`src/rtl/seg_pkg.sv`:
```
// Shared types and constants for the multiplexed seven-segment display controller.
// A register-file entry packs {ena, bcd[3:0], dot}.
package seg_pkg;

  typedef enum logic [0:0] {
    SCAN  = 1'b0,
    CLEAR = 1'b1
  } state_e;

  localparam int unsigned ENTRY_W = 6;
  localparam int unsigned ENA_BIT = 5;
  localparam int unsigned BCD_LSB = 1;
  localparam int unsigned BCD_W   = 4;
  localparam int unsigned DOT_BIT = 0;

  localparam logic [7:0] SEG_BLANK = 8'hFF;

  typedef logic [ENTRY_W-1:0] entry_t;

  function automatic entry_t pack_entry(input logic ena, input logic [3:0] bcd, input logic dot);
    return {ena, bcd, dot};
  endfunction

endpackage

```
`src/rtl/bcd2seg.sv`:
```
// Nibble to seven-segment decoder; output is active-low {a..g, dp}, fully blank when disabled.
module bcd2seg
  import seg_pkg::*;
(
  input  logic       ena,
  input  logic [3:0] bcd,
  input  logic       dot,
  output logic [7:0] seg
);

  logic [6:0] abcdefg;

  always_comb begin
    abcdefg = 7'b0000000;
    unique case (bcd)
      4'h0: abcdefg = 7'b1111110;
      4'h1: abcdefg = 7'b0110000;
      4'h2: abcdefg = 7'b1101101;
      4'h3: abcdefg = 7'b1111001;
      4'h4: abcdefg = 7'b0110011;
      4'h5: abcdefg = 7'b1011011;
      4'h6: abcdefg = 7'b1011111;
      4'h7: abcdefg = 7'b1110000;
      4'h8: abcdefg = 7'b1111111;
      4'h9: abcdefg = 7'b1111011;
      4'hA: abcdefg = 7'b1110111;
      4'hB: abcdefg = 7'b0011111;
      4'hC: abcdefg = 7'b1001110;
      4'hD: abcdefg = 7'b0111101;
      4'hE: abcdefg = 7'b1001111;
      4'hF: abcdefg = 7'b1000111;
      default: abcdefg = 7'b0000000;
    endcase
  end

  assign seg = ena ? ~{abcdefg, dot} : SEG_BLANK;

endmodule

```
`src/rtl/seg_scan_ctrl.sv`:
```
// Time-multiplexed 8-digit seven-segment controller: per-digit register file, one shared
// decoder, blink support and a valid/ready write port with a bulk-clear sequence.
module seg_scan_ctrl
  import seg_pkg::*;
#(
  parameter int unsigned DIGITS       = 8,
  parameter int unsigned SCAN_DIV     = 50000,
  parameter int unsigned BLINK_FRAMES = 64
) (
  input  logic                      clk,
  input  logic                      clrn,
  input  logic                      wr_valid,
  output logic                      wr_ready,
  input  logic [$clog2(DIGITS)-1:0] wr_idx,
  input  logic [3:0]                wr_bcd,
  input  logic                      wr_ena,
  input  logic                      wr_dot,
  input  logic                      clr_all,
  input  logic [DIGITS-1:0]         blink_mask,
  output logic [DIGITS-1:0]         an_n,
  output logic [7:0]                seg,
  output logic                      frame_tick
);

  localparam int unsigned IDX_W = $clog2(DIGITS);
  localparam int unsigned DIV_W = $clog2(SCAN_DIV);
  localparam int unsigned BLK_W = (BLINK_FRAMES > 1) ? $clog2(BLINK_FRAMES) : 1;

  localparam logic [IDX_W-1:0] IDX_LAST = IDX_W'(DIGITS - 1);
  localparam logic [DIV_W-1:0] DIV_LAST = DIV_W'(SCAN_DIV - 1);
  localparam logic [BLK_W-1:0] BLK_LAST = BLK_W'(BLINK_FRAMES - 1);

  state_e            state_q;
  logic [IDX_W-1:0]  clr_k_q;
  entry_t            rf_q [DIGITS];

  logic [DIV_W-1:0]  div_q, div_d;
  logic [IDX_W-1:0]  idx_q, idx_d;
  logic [BLK_W-1:0]  blk_cnt_q, blk_cnt_d;
  logic              blink_phase_q, blink_phase_d;
  logic              frame_tick_q;
  logic [DIGITS-1:0] an_n_q, an_n_d;
  logic [7:0]        seg_q, seg_dec;

  logic              div_wrap, idx_wrap;
  logic              wr_fire, wr_in_range;
  logic              eff_ena;
  entry_t            cur;

  // Write port: a clear request in the same cycle takes priority over the write.
  assign wr_ready    = (state_q == SCAN) & ~clr_all;
  assign wr_fire     = wr_valid & wr_ready;
  assign wr_in_range = 32'(wr_idx) < DIGITS;

  always_ff @(posedge clk or negedge clrn) begin
    if (!clrn) begin
      state_q <= SCAN;
      clr_k_q <= '0;
    end else begin
      unique case (state_q)
        SCAN: begin
          if (clr_all) begin
            state_q <= CLEAR;
            clr_k_q <= '0;
          end
        end
        CLEAR: begin
          if (clr_k_q == IDX_LAST) begin
            state_q <= SCAN;
          end
          clr_k_q <= clr_k_q + IDX_W'(1);
        end
        default: begin
          state_q <= SCAN;
          clr_k_q <= '0;
        end
      endcase
    end
  end

  always_ff @(posedge clk or negedge clrn) begin
    if (!clrn) begin
      for (int unsigned i = 0; i < DIGITS; i++) begin
        rf_q[i] <= '0;
      end
    end else if (state_q == CLEAR) begin
      rf_q[clr_k_q] <= '0;
    end else if (wr_fire && wr_in_range) begin
      rf_q[wr_idx] <= pack_entry(wr_ena, wr_bcd, wr_dot);
    end
  end

  always_comb begin
    div_wrap      = (div_q == DIV_LAST);
    idx_wrap      = div_wrap && (idx_q == IDX_LAST);
    div_d         = div_wrap ? '0 : div_q + DIV_W'(1);
    idx_d         = idx_q;
    blk_cnt_d     = blk_cnt_q;
    blink_phase_d = blink_phase_q;
    if (div_wrap) begin
      idx_d = idx_wrap ? '0 : idx_q + IDX_W'(1);
    end
    if (idx_wrap) begin
      if (blk_cnt_q == BLK_LAST) begin
        blk_cnt_d     = '0;
        blink_phase_d = ~blink_phase_q;
      end else begin
        blk_cnt_d = blk_cnt_q + BLK_W'(1);
      end
    end
    // Selects follow the next divider value so an_n lines up with div; first slot is dead time.
    an_n_d = (div_d == '0) ? '1 : ~(DIGITS'(1) << idx_d);
  end

  assign cur     = rf_q[idx_q];
  assign eff_ena = cur[ENA_BIT] & ~(blink_mask[idx_q] & blink_phase_q);

  bcd2seg u_bcd2seg (
    .ena (eff_ena),
    .bcd (cur[BCD_LSB +: BCD_W]),
    .dot (cur[DOT_BIT]),
    .seg (seg_dec)
  );

  always_ff @(posedge clk or negedge clrn) begin
    if (!clrn) begin
      div_q         <= '0;
      idx_q         <= '0;
      blk_cnt_q     <= '0;
      blink_phase_q <= 1'b0;
      frame_tick_q  <= 1'b0;
      an_n_q        <= '1;
      seg_q         <= SEG_BLANK;
    end else begin
      div_q         <= div_d;
      idx_q         <= idx_d;
      blk_cnt_q     <= blk_cnt_d;
      blink_phase_q <= blink_phase_d;
      frame_tick_q  <= idx_wrap;
      an_n_q        <= an_n_d;
      seg_q         <= seg_dec;
    end
  end

  assign an_n       = an_n_q;
  assign seg        = seg_q;
  assign frame_tick = frame_tick_q;

endmodule

```
`config.mk`:
```
export PLATFORM = sky130hd
export DESIGN_NAME = seg_scan_ctrl
export DESIGN_NICKNAME = d
export VERILOG_FILES = /design/src/rtl/seg_pkg.sv /design/src/rtl/bcd2seg.sv /design/src/rtl/seg_scan_ctrl.sv
export SDC_FILE = /design/constraint.sdc
export NUM_CORES = 1
export LEC_CHECK = 0
export CAP_MARGIN = 20
export CORE_MARGIN = 5
export CORE_UTILIZATION = 52
export DETAILED_ROUTE_END_ITERATION = 10
export PLACE_DENSITY = 0.76
export SYNTH_ARGS = -nofsm -noshare
export SYNTH_HDL_FRONTEND = slang
export SYNTH_SLANG_ARGS = --single-unit
```
`constraint.sdc`:
```
create_clock -name clk -period 2.44 [get_ports clk]
set_input_delay 0.488 -clock clk [delete_from_list [all_inputs] [get_ports clk]]
set_output_delay 0.488 -clock clk [all_outputs]
set_load 0.005 [all_outputs]
```
==> summary.txt, run 1 <==
Place
  • DP HPWL: around 7600 um
  • Gpl congestion: between 0.8 and 0.9
  • Post-DP Area: roughly 5400 sq um
  • Port buffer count: 38

Floorplan
  • Die width: between 100 and 150 um
  • Placement Rows: 34
  • Core Region: 8763 sq um
  • Die footprint: about 11000 sq um
  • Initial Utilization: 53.50%
  • Die height: roughly 100 um
  • I/O pins: 39

Clock network
  • CTS tree: yes
  • Clk root buf: clkbuf_8
  • Clock Latency Late Sink: about 360 ps
  • Clk pin slew, worst setup/hold paths: 90 ps
  • H-tree levels: 3
  • TritonCTS buffer count: 9
  • Clock Sinks: 95
  • Longest Clk Path Bufs: 2

Detailed routing
  • Vias: 3578
  • Post-route DRC violation count: 0
  • DR pass1 iterations: 5
  • Wire per inst: 18.03 um
  • DRT antenna net count: 0
  • Vias/cell: approximately 6.1
  • Wirelength, routed: approximately 10000 um
  • Number of DRC markers in iteration 0: ~240

Global routing
  • Met3 Use GR: roughly 3.3%
  • Top Usage Layer GRT: met2
  • Remaining Overflow, GRT: 0
  • Largest net degree at the start of global routing: 53
  • Met2 Use GR: a little over 30%
  • First-pass GRT wire length: between 15000 and 20000 um
  • Number of global-route vias before repair: 3587
  • Initial antenna violation count: 0
  • Met1 Track Usage GR: 27.24%
  • Total GRT Usage: roughly 20%

Yosys
  • Post-Synthesis Net Count: around 440
  • Ys async rst share: 100.0%
  • Yosys warns: 0
  • Syn Inst Count: slightly above 400
  • Most common flop cell mapped by yosys: dfrtp_1
  • Number of flops mapped to enable cells by yosys: 0
  • Yosys cell types: slightly above 60
  • Post-Syn Area: 4688 sq um
  • Synth Register Bits: 95
  • Sequential-to-total area share from yosys stat: roughly half
  • Synthesized area per cell: 11.55 sq um

Pwr
  • PwrDens: roughly 650 nW/um^2
  • Max VDD drop: between 0.5 and 0.6 mV
  • Leakage power: roughly 2.5 nW

Job
  • Max-cap violations: 0

STA
  • Peak Freq: ~0.43 GHz
  • Setup Skew: 8.243 ps
  • Final setup violation count: 0
  • Slew @ Worst Pin: approximately 650 ps
  • Final Hold Viols: 0
  • Final slew viol count: 0
  • Hold slack: 140.9 ps
  • Final period utilization: 96.03%
  • RSZ-0062 raised after global routing: yes
  • Setup TNS Final: 0 ps
  • Crit path time final: about 2300 ps
  • Slew headroom: ~57%

Critical path
  • R2r setup slk: roughly 97 ps
  • Biggest cell delay along the critical path: 570 ps
  • Worst r2r src: div_q[11]$_DFF_PN0_
  • Largest fanout on the critical path: 7
  • CP Capture Type: register
  • Worst EP required: 2670 ps
  • Worst EP arrival: ~2600 ps
  • Cell-by-cell listing of the critical path: or4_4 > nor4_2 > buf_4 > nand2_1 > inv_2 > nand4_1 > o21ai_0 > o31ai_1
  • Worst path slowest cell: or4_4
  • FF-to-FF End: blk_cnt_q[5]$_DFFE_PN0P_
  • Crit start category: register
  • Crit path kind: reg -> reg
  • Worst r2r path cells: 8

Outcome
  • Outcome: finished, final reports clean

Final layout
  • Synth-to-layout area growth: 19.51%
  • N_diodes: 0
  • Layout cell share with drive strength beyond 1: between 20% and 30%
  • Finished Cell Area: between 5000 and 6000 sq um
  • Final nets: between 500 and 600
  • Post-layout util: 63.93%

Hold path
  • Tightest Hold Check Type: in -> async
layout make-up:
cell class                      count  area (sq um)
Sequential cell                    95          2399
Multi-Input combinational cell    275          2136
Clock buffer                       10         127.6
Clock inverter                      6         92.59
Tap cell                          108         135.1
Inverter                           14         52.55
Fill cell                         675          3161
Timing Repair Buffer               74         660.6
cells in the mapped netlist, drive strengths merged, types with 2 or more instances:
master  instances  share of area, %
o32ai           2              0.37
xnor2          14               2.6
o41ai           2              0.37
nor2b           3              0.40
inv            14               1.1
dfrtp          79                42
a31oi           4              0.53
clkbuf          5              0.51
nand2          32               2.6
nand2b          6              0.80
mux2i           7               1.6
o21ai           9              0.96
ha             12               3.2
a22o           50               9.4
nand4           8               1.2
mux2            4              0.96
xor2            6               1.1
mux4           12               5.8
a21oi          13               1.4
nand3          12               1.3
o211ai          5              0.80
buf            17               2.3
nor3            6              0.75
a21o            2              0.32
o31ai           3              0.48
dfstp          16               9.0
nor4            2              0.27
nor2           29               2.3
or2             2              0.27
or4             3              0.56
and4            3              0.56
and3            3              0.43
or3             3              0.40
o221ai          4              0.75
placed cells by master, fill, tap and decap left out, types with 2 or more instances in the layout:
| cell type | instances |
|---|---|
| a21o_1 | 2 |
| a21oi_1 | 13 |
| a22o_1 | 49 |
| a31oi_1 | 4 |
| and3_1 | 2 |
| and4_1 | 3 |
| buf_4 | 36 |
| bufinv_16 | 2 |
| clkbuf_8 | 9 |
| clkdlybuf4s50_1 | 37 |
| clkinvlp_4 | 2 |
| dfrtp_1 | 78 |
| dfstp_2 | 16 |
| ha_1 | 12 |
| inv_1 | 13 |
| inv_6 | 2 |
| mux2_2 | 4 |
| mux2i_1 | 5 |
| mux4_2 | 12 |
| nand2_1 | 32 |
| nand2b_1 | 6 |
| nand3_1 | 11 |
| nand4_1 | 7 |
| nor2_1 | 29 |
| nor2b_1 | 3 |
| nor3_1 | 4 |
| nor3_2 | 2 |
| o211ai_1 | 5 |
| o21ai_0 | 8 |
| o221ai_1 | 4 |
| o31ai_1 | 3 |
| o32ai_1 | 2 |
| o41ai_1 | 2 |
| or2_2 | 2 |
| or3_1 | 3 |
| or4_1 | 2 |
| xnor2_1 | 14 |
| xor2_1 | 6 |
worst max-delay path, delay by kind of cell (launching register included):
kind	cells	cell delay (ps)
AOI/OAI and AO/OA	2	350
buffers and inverters	2	360
DFF	1	420
and+or+nand+nor	4	1070
per-layer routing:
layer	vias to the layer above	routed length, um
met5	-	0
met4	0	186
met3	17	579
met2	116	5196
met1	1808	4533
li1	1637	-
through the flow:
step	std cells	worst slack, ps	power, mW
2_1_floorplan	406	32.85	2.229
3_3_place_gp	566	76.14	2.500
3_5_place_dp	566	-36.09	2.525
4_1_cts	582	29.82	3.668
5_1_grt	582	-12.90	3.832
6_report	582	96.92	3.655
where the power goes:
part | switching (mW) | leakage (nW) | internal, mW
combinational | 0.330 | 1.11 | 0.311
sequential | 0.133 | 1.24 | 1.73
clock | 0.565 | 0.104 | 0.585
worst max path at each step:
stage / from / endpoint / slack (ps) / cells after the start
2_1_floorplan: idx_q[0]$_DFF_PN0_ / seg[4]$_DFF_PN1_ / 30 / 9
3_3_place_gp: idx_q[0]$_DFF_PN0_ / seg[4]$_DFF_PN1_ / 80 / 5
3_5_place_dp: idx_q[0]$_DFF_PN0_ / seg[4]$_DFF_PN1_ / -40 / 5
4_1_cts: div_q[11]$_DFF_PN0_ / blk_cnt_q[5]$_DFFE_PN0P_ / 30 / 8
5_1_grt: div_q[1]$_DFF_PN0_ / blk_cnt_q[5]$_DFFE_PN0P_ / -10 / 9
6_report: div_q[11]$_DFF_PN0_ / blk_cnt_q[5]$_DFFE_PN0P_ / 100 / 8
sequential cells by signal, indices dropped and copies added (netlist names):
register / count
rf_q: 48
div_q: 16
an_n: 8
seg: 8
blk_cnt_q: 6
clr_k_q: 3
idx_q: 3
blink_phase_q: 1
frame_tick: 1
state_q: 1
cell families after synthesis:
family / after synthesis / synth area share [%]
adders and majority gates: 12 / 3.202
muxes: 23 / 8.300
buffers and inverters: 36 / 3.923
xor gates and xnor gates: 20 / 3.736
and+or+nand+nor: 117 / 12.70
DFF: 95 / 51.13
AOI/OAI and AO/OA: 103 / 17.00
timing repair:
| action | in CTS | in global routing |
|---|---|---|
| pin swaps | 0 | 1 |
| resized for setup | 1 | 5 |
| endpoints found under the setup margin | 2 | 13 |
| hold buffers | 0 | 0 |
| setup buffers | 0 | 0 |
Power figures use the tool's default switching activity.
==> run 2: changes to the inputs <==
HOLD_SLACK_MARGIN = 0.1   (was unset)
==> results of run 2 <==
Same layout as run 1: the final DEF is identical, and so are final timing and power.
==> run 3: changes to the inputs <==
SETUP_SLACK_MARGIN = 0.4   (was unset)
==> run 3 against run 2 <==
Compared with the run above: via count increased by 6.2%; largest power group unchanged; maximum frequency increased by 3.2%; global-route usage increased by 1.6 points; cell count increased by 5.7%; register-to-register slack improved by 70 ps; critical endpoint is now seg[4]$_DFF_PN1_; die area unchanged; power increased by 8.5%; flip-flop and latch count unchanged; clock skew increased by 5.9 ps; cell area increased by 11%; critical path type unchanged.
==> summary.txt, run 3 (synthesis gave the netlist of run 1 again) <==
Outcome
  • Outcome: finished, final reports clean

Detailed routing
  • Post-route DRC violation count: 0 (unchanged)
  • Wirelength, routed: 12000 um (+14%)
  • DRT antenna net count: 0 (unchanged)
  • Vias/cell: 6.177 (+0.48%)
  • Number of DRC markers in iteration 0: 196 (-19%)
  • Vias: 3799 (+6.2%)
  • Wire per inst: 19.51 um (+8.2%)
  • DR pass1 iterations: 4 (-1)

Final layout
  • Fillers: 581 (-14%)
  • Finished Cell Area: 6208 sq um (+11%)
  • Synth-to-layout area growth: 32.43%
  • Most frequent cells in the layout: dfrtp_1 (69), buf_4 (58), a22o_1 (49)
  • Layout cell share with drive strength beyond 1: 34.91% (+14 points)
  • N_diodes: 0 (unchanged)
  • Most common cell after layout, fill and taps aside: dfrtp_1
  • Final nets: 535 (+6.6%)
  • Top flop regs: rf_q: 48 flops, div_q: 16 flops
  • Biggest register: rf_q
  • Max reg flops: 48 (unchanged)

STA
  • Final setup violation count: 0 (unchanged)
  • Setup Skew: 14.18 ps (+5.938 ps)
  • RSZ-0062 raised after global routing: yes
  • Setup TNS Final: 0 ps (unchanged)
  • Slew headroom: 64.47% (+7.5 points)
  • Final slew viol count: 0 (unchanged)
  • Worst setup margin: 170.6 ps (+73.70 ps)
  • Crit path time final: 2269 ps (-73.70 ps)
  • Peak Freq: 0.4406 GHz (+3.2%)
  • Slew @ Worst Pin: 530.5 ps (-114.9 ps)
  • Final period utilization: 93.01% (-3.0 points)
  • Final Hold Viols: 0 (unchanged)

Floorplan
  • Die footprint: 11010 sq um (unchanged)
  • Placement Rows: 34 (unchanged)
  • Initial Utilization: 53.50% (unchanged)
  • Die height: 105.0 um (unchanged)
  • Die width: 105.0 um (unchanged)
  • I/O pins: 39 (unchanged)
  • Core Region: 8763 sq um (unchanged)

Critical path
  • CP Capture Type: register
  • Largest fanout on the critical path: 6 (-1)
  • Worst EP required: 2730 ps (+60 ps)
  • Crit path kind: reg -> reg
  • Crit start category: register
  • Worst r2r path cells: 7 (-1)
  • Worst EP arrival: 2560 ps (-20 ps)

Hold path
  • Hold Crit Depth: 1
  • Tightest Hold Check Type: reg -> reg

Clock network
  • Clk pin slew, worst setup/hold paths: 90 ps (about the same)
  • CTS tree: yes
  • Clk root buf: clkbuf_8
  • Clock Latency Late Sink: 370 ps (about the same)
  • Longest Clk Path Bufs: 2 (unchanged)
  • H-tree levels: 3 (unchanged)
  • Clock Sinks: 95 (unchanged)
  • TritonCTS buffer count: 9 (unchanged)

Job
  • Max-cap violations: 0 (unchanged)

Global routing
  • Initial antenna violation count: 0 (unchanged)
  • First-pass GRT wire length: 18910 um (+7.0%)
  • Largest net degree at the start of global routing: 50 (-5.7%)
  • Number of global-route vias before repair: 3679 (+2.6%)
  • Total GRT Usage: 21.19% (+1.6 points)
  • Remaining Overflow, GRT: 0 (unchanged)

Pwr
  • PwrDens: 638.8 nW/um^2 (-2.1%)
  • Leakage power: 2.695 nW (+9.7%)
  • Max VDD drop: 0.4155 mV (-18%)

Place
  • Port buffer count: 38 (unchanged)
  • Post-DP Area: 5329 sq um (-0.44%)
  • DP HPWL: 7629 um (+0.67%)
  • Pre-CTS setup slack: -74.29 ps (-38.20 ps)
  • Gpl congestion: 0.8932 (+6.9%)
## run 3: path summary, 6_finish.rpt
path	slack (ps)	from	end
max	170	idx_q[0]$_DFF_PN0_	seg[4]$_DFF_PN1_
min	500	rf_q[18]$_DFFE_PN0P_	rf_q[18]$_DFFE_PN0P_
max reg2reg	170	idx_q[0]$_DFF_PN0_	seg[4]$_DFF_PN1_
min reg2reg	500	rf_q[18]$_DFFE_PN0P_	rf_q[18]$_DFFE_PN0P_
max in group asynchronous	1220	clrn	idx_q[0]$_DFF_PN0_
min in group asynchronous	530	clrn	rf_q[2]$_DFFE_PN0P_
## run 3: timing repair
item                       4_1_cts  5_1_grt
hold endpoints to repair        15        0
gates cloned                     1        0
buffers inserted                26       11
hold buffers                     1        0
pin swaps                       19       15
setup endpoints to repair       30       28
gates resized for setup         41       34
## run 3: layer usage
| layer | wire (um) | part of all wire, % | track usage (%) |
|---|---|---|---|
| met3 | 626 | 5.2 | 5.055 |
| met5 | 0 | 0 | 0 |
| met4 | 260 | 2.2 | 6.575 |
| met2 | 5915 | 49 | 33.54 |
| met1 | 5193 | 43 | 29.11 |
## run 3: report_power, final
part	switching, mW	internal (mW)
combinational	0.360	0.368
clock	0.575	0.787
sequential	0.143	1.73
## run 3: metrics by stage
step / total power, mW / hold slack [ps] / util [%] / cells
after floorplan: 2.233 / 192.4 / - / 406
after global placement: 2.493 / 388.8 / 60.81 / 560
after detailed placement: 2.525 / 386.1 / 60.81 / 560
after CTS: 3.914 / 505.3 / 68.30 / 604
after global routing: 4.134 / 528.4 / 70.85 / 615
final: 3.966 / 503.7 / 70.85 / 615
## run 3: critical path, stage by stage (launching register included)
cell and delay, ps:
dfrtp_2 490, mux4_2 540, mux2_4 330, inv_4 80, ha_4 130, inv_2 30
mux4_2 440, nand2b_4 150
## run 3: area by class of cell
class / instances / area (sq um) / share of cell area [%]
timing repair buffer: 107 / 977.2 / 15.74
inverter: 14 / 62.56 / 1.008
sequential: 95 / 2410 / 38.82
multi-input combinational: 275 / 2355 / 37.93
clock inverter: 7 / 145.1 / 2.338
clock buffer: 9 / 123.9 / 1.995
tap: 108 / 135.1 / 2.177
==> RTL change 1: new RTL, flow settings as in run 2 <==
The parameter `BLINK_FRAMES` goes from 64 to 32.
--- a/src/rtl/seg_scan_ctrl.sv
+++ b/src/rtl/seg_scan_ctrl.sv
@@ -6,5 +6,5 @@
   parameter int unsigned DIGITS       = 8,
   parameter int unsigned SCAN_DIV     = 50000,
-  parameter int unsigned BLINK_FRAMES = 64
+  parameter int unsigned BLINK_FRAMES = 32
 ) (
   input  logic                      clk,
Check against the original RTL: no difference found for any inputs over 10 cycles, from zero or initial values; that may be too few to reach the edited logic, so the function may still have changed.
==> RTL change 1 against run 2 <==
  * Worst hold slack lost 0.035 ns
  * First-iteration DRC count shrank 5.0%
  * Sequential cell count shrank 1
  * Setup slack gained 0.081 ns
  * Power grew 6.8%
  * Synthesized area grew 0.16%
  * Routed wire length grew 4.3%
  * Cell area shrank 0.33%
  * Synthesized cell count is the same
==> RTL change 1: results (changes against run 2) <==
| Metric | This run | Unit | vs run 2 |
|:---|:---|:---|:---|
| Synth Net Count | 440 | - | +0.23% |
| Maximum vdd drop | 0.505 | mV | about the same |
| Worst reg-to-reg path cell count | 6 | - | -2 |
| GRT Overall Usage | 20.6 | % | +0.98 points |
| Sequential share of power | 48.2 | % | -2.8 points |
| Number of instances resized during post-cts repair | 0 | - | -1 |
| Total Nets Final | 498 | - | -0.80% |
| Number of cells after detailed placement | 561 | - | -0.88% |
| Area taken by flip-flops and latches | 0.00237 | mm2 | -1.0% |
| DP Worst Slack | 0.0383 | ns | +0.0744 ns |
| Max-slew headroom | 53.5 | % | -3.4 points |
| LEAKAGE | 2.47 | nW | +0.38% |
| Source of the worst register-to-register timing path | idx_q[1] | - |  |
| Final weighted congestion in routability-driven placement | 0.859 | - | +2.8% |
| Min Hold Slack | 0.105 | ns | -0.0355 ns |
| Leading cell types by count after synthesis | dfrtp_1, a22o_1, nand2_1 | - |  |
| Share of power burned in the clock network | 32.3 | % | +0.8 points |
| Clock transition at the registers of the reported paths | 0.10 | ns |  |
| Clock latency of the later-clocked register in the worst-skew pair | 0.36 | ns | about the same |
| DRT Pass-1 Iters | 4 | - | -1 |
| Starting DRC count in detailed routing | 229 | - | -5.0% |
| Max Root-Sink Buffers | 2 | - | unchanged |
| HPWL after detailed placement | 7730 | um | +2.0% |
| Filler instances | 680 | - | +0.74% |
| Proportion of register bits with asynchronous set or reset after synthesis | 100 | % | unchanged |
| Total cell area at the placement stage | 0.00532 | mm2 | -0.61% |
| Buffers inserted by post-CTS timing repair | 0 | - | unchanged |
| Internal power | 2.84 | mW | +8.2% |
| Switching Power | 1.06 | mW | +3.0% |
| Total wire length | 10,900 | um | +4.3% |
| Vias per cell | 6.14 | - | -0.20% |
| Internal reg-to-reg setup slack | 0.18 | ns | +0.08 ns |
| Run status | complete, no violations | - |  |
| Endpoint of the worst register-to-register path | seg[7] | - |  |
| Post-synth EDFFs | 0 | - | unchanged |
| Arrival time of the worst setup path | 2.53 | ns | -0.05 ns |
| Vias after detailed routing | 3,540 | - | -1.1% |
| First-pass GRT wire length | 18,300 | um | +3.7% |
| Maximum number of pins on one net before global-route repair | 45 | - | -15% |
| Clock tree skew after final layout | 0.0156 | ns | +0.00740 ns |
| Post-synthesis sequential area ratio | 50.5 | % | -0.61 points |
| Min-delay worst type | in -> async | - |  |
| Share of layout cells above drive strength 1 | 20.9 | % | about the same |
| Number of clock buffers inserted by TritonCTS | 9 | - | unchanged |
| Synth top area cells | dfrtp_1, dfstp_2, a22o_1 | - |  |
| Worst-path fanout max | 10 | - | +3 |
| Mean instance size in the synthesized netlist | 11.6 | um2 | +0.16% |
## RTL change 1: cell types whose count changed after synthesis, sizes merged, moves of 5 or more
cell and delta:
inv -6, nand2 +6, mux2 +5, a21oi -7
## RTL change 1: how the worst max path moves through the flow
stage / startpoint / endpoint / slack, ns / depth (start not counted)
finish: idx_q[1] / seg[7] / 0.18 / 6
global route: idx_q[1] / seg[7] / 0.06 / 6
CTS: idx_q[1] / seg[7] / 0.04 / 6
detailed placement: idx_q[1] / seg[7] / 0.04 / 6
global placement: idx_q[1] / seg[7] / 0.11 / 6
floorplan: idx_q[1] / seg[7] / 0.05 / 9
## RTL change 1: metal layers
layer	vias up	track usage [%]	share of wire, %	wire, um
met4	0	6.21	1.3	141
met1	1759	30.3	46	5060
met5	-	0	0	0
met2	134	30.3	46	4990
met3	13	5.06	6.9	750
li1	1634	-	-	-
## RTL change 1: cell type report
| type | count | area share, % |
|---|---|---|
| Clock buffer | 13 | 2.85 |
| Clock inverter | 3 | 1.61 |
| Inverter | 8 | 0.538 |
| Multi-Input combinational cell | 282 | 39.1 |
| Sequential cell | 94 | 42.5 |
| Tap cell | 108 | 2.42 |
| Timing Repair Buffer | 69 | 10.9 |
## RTL change 1: cells by family (layout without fill, tap and decap cells)
group           Yosys count  count (layout)  share of synthesized area (%)
xor+xnor                 17              17                           3.17
buf+inv                  30              93                           3.22
fa+ha+maj                13              13                           3.46
simple gates            131             131                           15.3
compound gates           94              94                           15.8
flops                    94              94                           50.5
mux                      27              27                           8.55
## RTL change 1: critical path, stage by stage (launching register included)
cell and delay [ns]:
dfrtp_2 0.51, mux4_2 0.53, mux2_2 0.35, ha_1 0.24
or3_1 0.37, o21ai_0 0.09, o21ai_1 0.09
